[src/rtl/data_mem_ctrl.sv]
// data_mem_ctrl: multi-cycle data memory for the single-cycle RISC-V core.
// This block models a slow memory with a fixed number of wait states. The
// controller stalls the PC while busy is high.
//
// Build option: define DMEM_ERR_EN to reject illegal requests and to add the
// err port. Illegal requests are a misaligned address or read+write together.
//
// Ports:
//   clock, reset   clock; synchronous active-high reset
//   MemRead        read request (held by the controller while busy)
//   MemWrite       write request (held by the controller while busy)
//   addr           byte address; word index = addr[$clog2(DEPTH)+1:2]
//   wdata          store data, committed at the clock edge that ends DONE
//   rdata          registered load data; holds until the next completed read
//   busy           access in progress; combinational in the accept cycle
//   err            (DMEM_ERR_EN only) illegal request rejected this cycle
module data_mem_ctrl #(
  parameter int NBITS       = 8,
  parameter int DEPTH       = 64,
  parameter int WAIT_CYCLES = 2
) (
  input  logic             clock,
  input  logic             reset,
  input  logic             MemRead,
  input  logic             MemWrite,
  input  logic [NBITS-1:0] addr,
  input  logic [NBITS-1:0] wdata,
  output logic [NBITS-1:0] rdata,
  output logic             busy
`ifdef DMEM_ERR_EN
  ,
  output logic             err
`endif
);

  localparam int AW = $clog2(DEPTH);
  localparam logic [3:0] CNT_INIT = 4'(WAIT_CYCLES - 1);

  localparam logic [1:0] S_IDLE = 2'd0;
  localparam logic [1:0] S_WAIT = 2'd1;
  localparam logic [1:0] S_DONE = 2'd2;

  logic [1:0]       state_q, state_d;
  logic [3:0]       cnt_q, cnt_d;
  logic [NBITS-1:0] rdata_q, rdata_d;
  logic [NBITS-1:0] mem_q [DEPTH];
  logic             mem_we;
  logic [AW-1:0]    idx;
  logic             req;
  logic             rd_only;

  // Upper address bits wrap. The low two bits only matter for the error check.
  assign idx     = addr[AW+1:2];
  assign req     = MemRead | MemWrite;
  assign rd_only = MemRead & ~MemWrite;   // write wins when both are high

  logic unused_addr;
  assign unused_addr = ^addr;

`ifdef DMEM_ERR_EN
  logic illegal;
  assign illegal = (addr[1:0] != 2'b00) | (MemRead & MemWrite);
`endif

  always_comb begin
    state_d = state_q;
    cnt_d   = cnt_q;
    rdata_d = rdata_q;
    mem_we  = 1'b0;
    busy    = 1'b0;
`ifdef DMEM_ERR_EN
    err     = 1'b0;
`endif
    case (state_q)
      S_IDLE: begin
        if (req) begin
`ifdef DMEM_ERR_EN
          if (illegal) err = 1'b1;
          else
`endif
          begin
            busy    = 1'b1;
            cnt_d   = CNT_INIT;
            state_d = S_WAIT;
          end
        end
      end
      S_WAIT: begin
        busy = 1'b1;
        // If the controller drops the request, the access is abandoned
        // and rdata is left untouched.
        if (!req)                state_d = S_IDLE;
        else if (cnt_q != 4'd0)  cnt_d   = cnt_q - 4'd1;
        else begin
          if (rd_only) rdata_d = mem_q[idx];
          state_d = S_DONE;
        end
      end
      S_DONE: begin
        // The PC advances at this edge, so the store commits here too.
        // A request dropped in DONE has MemWrite low and writes nothing.
        mem_we  = MemWrite;
        state_d = S_IDLE;
      end
      default: state_d = S_IDLE;
    endcase

    // Reset aborts any in-flight access and suppresses its write.
    if (reset) begin
      state_d = S_IDLE;
      cnt_d   = 4'd0;
      rdata_d = '0;
      mem_we  = 1'b0;
      busy    = 1'b0;
`ifdef DMEM_ERR_EN
      err     = 1'b0;
`endif
    end
  end

  always_ff @(posedge clock) begin
    state_q <= state_d;
    cnt_q   <= cnt_d;
    rdata_q <= rdata_d;
  end

  // Storage is deliberately not reset.
  always_ff @(posedge clock) begin
    if (mem_we) mem_q[idx] <= wdata;
  end

  assign rdata = rdata_q;

endmodule

[config.mk]
export PLATFORM = sky130hd
export DESIGN_NAME = data_mem_ctrl
export DESIGN_NICKNAME = d
export VERILOG_FILES = /design/src/rtl/data_mem_ctrl.sv
export SDC_FILE = /design/constraint.sdc
export NUM_CORES = 1
export LEC_CHECK = 0
export ABC_AREA = 0
export BUFFER_PORTS_ARGS = -buffer_cell sky130_fd_sc_hd__buf_2
export CORE_UTILIZATION = 62
export CTS_CLUSTER_SIZE = 30
export DETAILED_ROUTE_END_ITERATION = 12
export HOLD_SLACK_MARGIN = 0.12
export PLACE_DENSITY_LB_ADDON = 0.2
export RECOVER_POWER = 25
export SYNTH_ARGS = -nofsm -noshare
export SYNTH_HDL_FRONTEND = slang
export SYNTH_SLANG_ARGS = --single-unit
export TNS_END_PERCENT = 30
[constraint.sdc]
create_clock -name clock -period 2.5 [get_ports clock]
set_input_delay 0.5 -clock clock [delete_from_list [all_inputs] [get_ports clock]]
set_output_delay 0.5 -clock clock [all_outputs]
set_load 0.01 [all_outputs]
==> results.md, run 1 <==
| Item | This run | Unit |
|---|---|---|
| Net count after synthesis | 1156 | - |
| Transition at the pin with the smallest max-transition slack | 1600 | ps |
| Count of fill cells added during filler insertion | 1924 | - |
| Number of global-route vias before repair | 11900 | - |
| Part of the Yosys area used for sequential elements | 0.756 | - |
| First-pass GRT wire length | 76300 | µm |
| Core Region | 32700 | µm² |
| Clock transition at the registers of the reported paths | 60 | ps |
| Cell types with the largest area share after synthesis | edfxtp_1 (74%), mux4_2 (6.4%), mux2i_1 (3.3%) | - |
| Unrepaired setup endpoints after global routing | false | - |
| Final ANT Viol Nets | 0 | - |
| Delay-heaviest family, CP | simple AND/OR/NAND/NOR gates | - |
| Average cell area after synthesis | 18.3 | µm² |
| Maximum clock path buffer count | 3 | - |
| Net count reported at finish | 1368 | - |
| CP arrival | 2690 | ps |
| Boundary pin count | 29 | - |
| Number of clock sinks | 526 | - |
| Failing checks | capacitance limit, slew limit | - |
| Largest vdd supply drop | 662 | µV |
| CP Depth | 6 | - |
| Root buffer cell | clkbuf_16 | - |
| Final worst setup slack | 75.4 | ps |
| Top cells by count, synth | edfxtp_1 (512), nor2_1 (88), mux2i_1 (68) | - |
| Total routed wirelength | 51700 | µm |
| Most used DFF post-synth | edfxtp_1 | - |
| Setup Buffers After CTS | 0 | - |
| FMAX | 412 | MHz |
| Crit path required time | 2770 | ps |
| Worst Hold Class | input port to flip-flop | - |
| Drt initial violations | 1636 | - |
| Static leakage | 8.28 | nW |
| Die Area | 34200 | µm² |
| Pwr Density | 764 | nW/µm² |
| Number of antenna violations at the first check in global routing | 0 | - |
| Clk_lat worst skew | 570 | ps |
| Starting density of the core | 0.634 | - |
| Number of input and output port buffers inserted | 26 | - |
| Die extent in y | 185 | µm |
| Total of flip-flops plus latches after synthesis | 526 | - |
| Row Count | 66 | - |
| Register-to-Register Setup Slack | 80 | ps |
| Slowest-stage cell, CP | or4bb_1 | - |
| Overflow left after global routing | 0 | - |
| Share of the synthesized area in the top cell type | 0.742 | - |
| Last weighted congestion value of the routability-driven placer | 0.989 | - |
| Wire length per cell | 28.2 | µm |
| Worst setup path startpoint | state_q[0] | - |
| Number of pins with negative max-slew slack in the final report | 33 | - |
| TritonRoute pass-1 iters | 5 | - |
| Number of enable-type register cells in the synthesized netlist | 512 | - |
| Final worst path period share | 0.970 | - |
| Area taken by flip-flops and latches | 15700 | µm² |
| Relative area change from synthesis to final layout | 18.0 | % |
| Count of hold-fix buffers inserted at cts | 0 | - |
| Critical-path maximum fanout | 8 | - |
| Share of post-route cells with drive strength above 1 | 0.282 | - |
| Critical path buffers and inverters | 2 | - |
| Clock buffers created by TritonCTS | 50 | - |
| Count of distinct cell types in the synthesized netlist | 68 | - |
| Worst reg2reg path depth | 6 | - |
| Area of combinational cells with multiple inputs | 4590 | µm² |
| Slew Limit Headroom | -0.0654 | - |
| Total of max-cap violations | 1 | - |
| Post-Syn Area | 20700 | µm² |
| Endpoint of the most critical setup path | mem_q[47][3] | - |
| Gate Count Post-Synth | 1135 | - |
| Combined global-route utilization of all metal layers | 0.315 | - |
| Final-report hold violation count | 0 | - |
| Via count of the routed design | 12000 | - |
| Reg-to-reg endpoint | mem_q[47][3] | - |
| Remaining routing DRC violations | 0 | - |
| Worst Clk Skew | 23.3 | ps |
| Top cell type by total area after synthesis | edfxtp_1 | - |
| Clock tree from TritonCTS | done | - |
| Post-route worst hold slack | 331 | ps |
| Outcome | complete, but fails checks | - |
| Fraction of synthesis flops using an asynchronous set or reset pin | 0 | - |
| Detailed placement HPWL | 33900 | µm |
| Post-CTS sizing | 0 | - |
| CP Cell Sequence | or4bb_1 > nor2_1 > nand2_1 > buf_4 > nor2_1 > buf_4 | - |
| Horizontal extent of the die | 185 | µm |
| Startpoint of the worst-slack reg-to-reg timing path | state_q[0] | - |
| Number of antenna cells inserted | 0 | - |
| Pin count of the biggest net entering global routing | 43 | - |
| Pre-CTS WS | -71.2 | ps |
| Min Tclk post-route | 2420 | ps |
| Vias per cell | 6.54 | - |
| Crit-path max cell delay | 640 | ps |
| Synth Warn # | 0 | - |
| Most used standard cell by instance count after synthesis | edfxtp_1 | - |
| Max H-tree Level | 2 | - |
| Worst setup SP type | flip-flop | - |
| Count of endpoints failing setup in the final report | 0 | - |
| Worst setup path class | flip-flop to flip-flop | - |
| Nature of the critical path endpoint | flip-flop | - |
[layer usage]
metal / up-vias / GRT usage / wire [µm]
met1: 6081 / 0.443 / 19900
met4: 0 / 0.105 / 1710
met2: 710 / 0.500 / 24700
li1: 5061 / - / -
met3: 115 / 0.0653 / 5290
met5: - / 0 / 0
[registers in the layout, summed over array words and instances (netlist names)]
name,flops
rdata,8
cnt_q,4
mem_q,512
state_q,2
[worst min-delay path by stage]
stage                        start  endpoint  slack, ps  depth (start not counted)
after global placement    cnt_q[3]  cnt_q[3]        490                          2
after detailed placement  cnt_q[3]  cnt_q[3]        490                          2
after global routing         reset  cnt_q[3]        360                          3
final                        reset  cnt_q[3]        330                          3
after CTS                    reset  cnt_q[3]        320                          3
after floorplan           cnt_q[3]  cnt_q[3]        470                          2
[power by group]
group / internal, mW / switching [mW]
Clock: 4.72 / 3.19
Sequential: 9.68 / 0.0188
Combinational: 0.416 / 0.643
[final cells by class]
type,count,share of cell area
multi-input cells,532,0.188
repair buffers,231,0.0775
flip-flops and latches,526,0.640
clock inverters,28,0.0145
inverters,6,0.00102
well taps,442,0.0226
clock buffers,65,0.0564
[per-stage QoR]
step | power, mW | cells | area [µm²] | util | setup TNS (ps)
global placement | 10.9 | 1737 | 22800 | 0.696 | -83.1
CTS | 18.7 | 1830 | 24500 | 0.750 | 0
finish | 18.7 | 1830 | 24400 | 0.748 | 0
detailed placement | 10.9 | 1737 | 22800 | 0.696 | -85.6
floorplan | 10.4 | 1135 | 20700 | - | 0
global route | 19.1 | 1830 | 24400 | 0.748 | 0
[worst min-delay path, delay by kind of cell]
family | cells | cell delay, ps
AO/OA/AOI/OAI | 1 | 60
buffers and inverters | 2 | 290
[cell families after synthesis]
family          count (synthesis)  synth area share
simple gates                  196            0.0467
flops                         526             0.756
buf+inv                        77            0.0229
compound gates                193            0.0690
fa+ha+maj                       1          0.000604
mux                           142             0.105
[cells in the final DEF (no fill, tap or decap), types with 18 or more instances in the layout]
master / n
edfxtp_1: 512
buf_4: 183
nor2_1: 88
mux2i_1: 68
mux4_2: 59
clkbuf_16: 51
a221oi_1: 47
nand2_1: 39
a21oi_1: 34
a22oi_1: 25
o22ai_1: 21
buf_12: 19
clkbuf_1: 18
Note: power is estimated with default switching activity, not from simulation.
==> run 2: changes to the inputs <==
CAP_MARGIN = 40   (was default)
CORE_MARGIN = 2   (was default)
==> run 2 against run 1 <==
  * The flow now finishes without violations
  * Setup slack improved by 100 ps
  * Critical path type unchanged
  * Cell count decreased by 0.27%
  * Die area increased by 2.2%
  * Register-to-register slack improved by 100 ps
  * Critical endpoint is now mem_q[5][6]
  * Worst hold slack improved by 20 ps
  * Power decreased by 3.5%
  * Count of clock-buffer cells in the layout increased by 9
  * Clock power decreased by 8.1%
  * Sequential power about the same
  * Global-route usage decreased by 1.3 points
==> results.md, run 2 (synthesis results as in run 1) <==
| Item | This run | Unit | vs previous |
|---|---|---|---|
| Logic pwr share | 0.058 | - | about the same |
| Worst reg2reg path depth | 6 | - | unchanged |
| Pwr Density | 745 | nW/µm² | -2.5% |
| Slowest-stage cell, CP | or4bb_1 | - |  |
| Net count reported at finish | 1362 | - | -0.44% |
| Static leakage | 8.15 | nW | -1.5% |
| Number of pins with negative max-slew slack in the final report | 0 | - | -100% |
| Worst setup path startpoint | state_q[0] | - |  |
| Largest vdd supply drop | 615 | µV | -7.0% |
| Number of clock sinks | 526 | - | unchanged |
| Sum of negative setup slack | 0 | ps | unchanged |
| Worst setup SP type | flip-flop | - |  |
| Crit path required time | 2770 | ps | about the same |
| Crit-path max cell delay | 620 | ps | -20 ps |
| Commonest non-fill, non-tap cell in the layout | edfxtp_1 | - |  |
| CP Depth | 6 | - | unchanged |
| Register containing the most flip-flops in the final layout | mem_q | - |  |
| Worst setup path class | flip-flop to flip-flop | - |  |
| Share of post-route cells with drive strength above 1 | 0.270 | - | -0.0125 |
| Critical path buffers and inverters | 2 | - | unchanged |
| Count of endpoints failing setup in the final report | 0 | - | unchanged |
| CP arrival | 2600 | ps | -90 ps |
| Net switching fraction of the power | 0.212 | - | +0.00580 |
| Pin count of the biggest net entering global routing | 65 | - | +51% |
| Clk_lat worst skew | 580 | ps | about the same |
| Startpoint of the worst-slack reg-to-reg timing path | state_q[0] | - |  |
| Die extent in y | 187 | µm | +1.1% |
| Final ANT Viol Nets | 0 | - | unchanged |
| Starting density of the core | 0.634 | - | unchanged |
| Worst Clk Skew | 17.5 | ps | -5.82 ps |
| Root buffer cell | clkbuf_16 | - |  |
| Clock tree from TritonCTS | done | - |  |
| Drt initial violations | 1720 | - | +5.1% |
| Remaining routing DRC violations | 0 | - | unchanged |
| Internal power contribution | 14.2 | mW | -4.2% |
| Transition at the pin with the smallest max-transition slack | 1460 | ps | -140 ps |
| Min Tclk post-route | 2320 | ps | -102 ps |
| Maximum clock path buffer count | 3 | - | unchanged |
| TritonRoute pass-1 iters | 6 | - | +1 |
| Die Area | 34900 | µm² | +2.2% |
| Nature of the critical path endpoint | flip-flop | - |  |
| Detailed placement HPWL | 33700 | µm | -0.39% |
| Total routed wirelength | 51700 | µm | about the same |
| Last weighted congestion value of the routability-driven placer | 0.921 | - | -6.9% |
| Post-CTS sizing | 0 | - | unchanged |
| Sw Pwr | 3.83 | mW | -0.74% |
| FMAX | 431 | MHz | +4.4% |
| Clock buffers created by TritonCTS | 52 | - | +4.0% |
| Vias per cell | 6.60 | - | +0.93% |
| Final worst path period share | 0.929 | - | -0.0407 |
| Reg-to-reg endpoint | mem_q[5][6] | - |  |
| Clock transition at the registers of the reported paths | 60 | ps | about the same |
| Delay-heaviest family, CP | simple AND/OR/NAND/NOR gates | - |  |
| Register-to-Register Setup Slack | 180 | ps | +100 ps |
| Clock share of power | 0.404 | - | -0.020 |
| Critical-path maximum fanout | 7 | - | -1 |
| Slew Limit Headroom | 0.0277 | - | +0.0932 |
| Outcome | completed | - |  |
| Relative area change from synthesis to final layout | 16.8 | % |  |
| Final std cells w/o fill | 1825 | - | -0.27% |
| Max reg flops | 512 | - | unchanged |
| Horizontal extent of the die | 187 | µm | +1.1% |
| Final worst setup slack | 177 | ps | +102 ps |
| Total of max-cap violations | 0 | - | -1 |
| Worst Hold Class | input port to flip-flop | - |  |
| Final-report hold violation count | 0 | - | unchanged |
| Wire length per cell | 28.3 | µm | +0.27% |
| Number of antenna violations at the first check in global routing | 1 | - | +1 |
| CP Cell Sequence | or4bb_1 > nor2_1 > nand2_1 > buf_4 > nor2_1 > buf_4 | - |  |
| Via count of the routed design | 12000 | - | +0.65% |
| Post-route worst hold slack | 351 | ps | +19.9 ps |
| Boundary pin count | 29 | - | unchanged |
| Pre-CTS WS | 13.0 | ps | +84.2 ps |
| Overflow left after global routing | 0 | - | unchanged |
| Max H-tree Level | 2 | - | unchanged |
| Commonest cells after routing, fill and taps aside | edfxtp_1 (512), buf_4 (181), nor2_1 (88) | - |  |
| # placed instances | 1729 | - | -0.46% |
| Sequential group share of total power | 0.538 | - | +0.019 |
| Number of global-route vias before repair | 12000 | - | +0.88% |
| Row Count | 66 | - | unchanged |
| Core Region | 32700 | µm² | unchanged |
| Unrepaired setup endpoints after global routing | false | - |  |
| Count of hold-fix buffers inserted at cts | 0 | - | unchanged |
| Endpoint of the most critical setup path | mem_q[5][6] | - |  |
| Total power | 18.0 | mW | -3.5% |
| First-pass GRT wire length | 77000 | µm | +0.82% |
| Setup Buffers After CTS | 0 | - | unchanged |
| Number of input and output port buffers inserted | 26 | - | unchanged |
| Combined global-route utilization of all metal layers | 0.302 | - | -0.0132 |
==> run 2: tightest hold or removal path, stage by stage <==
cell and delay [ps]:
buf_2 90, buf_4 220, a311oi_1 60
==> run 2: cell type report <==
class	count	area (µm²)
clock inverter	21	184
antenna	1	2.50
clock buffer	74	1400
tap	442	553
inverter	6	25.0
sequential	526	15700
fill	1967	8500
multi-input combinational	532	4590
timing repair buffer	223	1800
==> run 2: metrics by stage <==
step,instance area [µm²],util
final,24200,0.740
after global routing,24200,0.740
after CTS,24300,0.742
after detailed placement,22700,0.693
after global placement,22700,0.693
after floorplan,20700,-
==> run 2: power by group through the flow <==
stage / logic [mW] / registers (mW) / clock network (mW)
floorplan: 0.528 / 9.88 / 0
global placement: 1.01 / 9.88 / 0
detailed placement: 1.03 / 9.88 / 0
CTS: 1.04 / 9.70 / 7.34
global route: 1.09 / 9.70 / 7.67
finish: 1.04 / 9.70 / 7.28
==> run 2: worst min path at each step <==
stage	from	to	slack, ps	depth (start not counted)
global placement	cnt_q[3]	cnt_q[3]	490	2
finish	reset	rdata[3]	350	3
CTS	wdata[7]	mem_q[8][7]	290	1
global route	reset	rdata[4]	360	3
floorplan	cnt_q[3]	cnt_q[3]	470	2
detailed placement	cnt_q[3]	cnt_q[3]	510	2
==> run 2: layer usage <==
metal / up-vias / routed length, µm / global-route usage
met5: - / 0 / 0
li1: 5051 / - / -
met1: 6044 / 19700 / 0.426
met3: 152 / 5620 / 0.0606
met4: 0 / 2180 / 0.126
met2: 798 / 24100 / 0.470
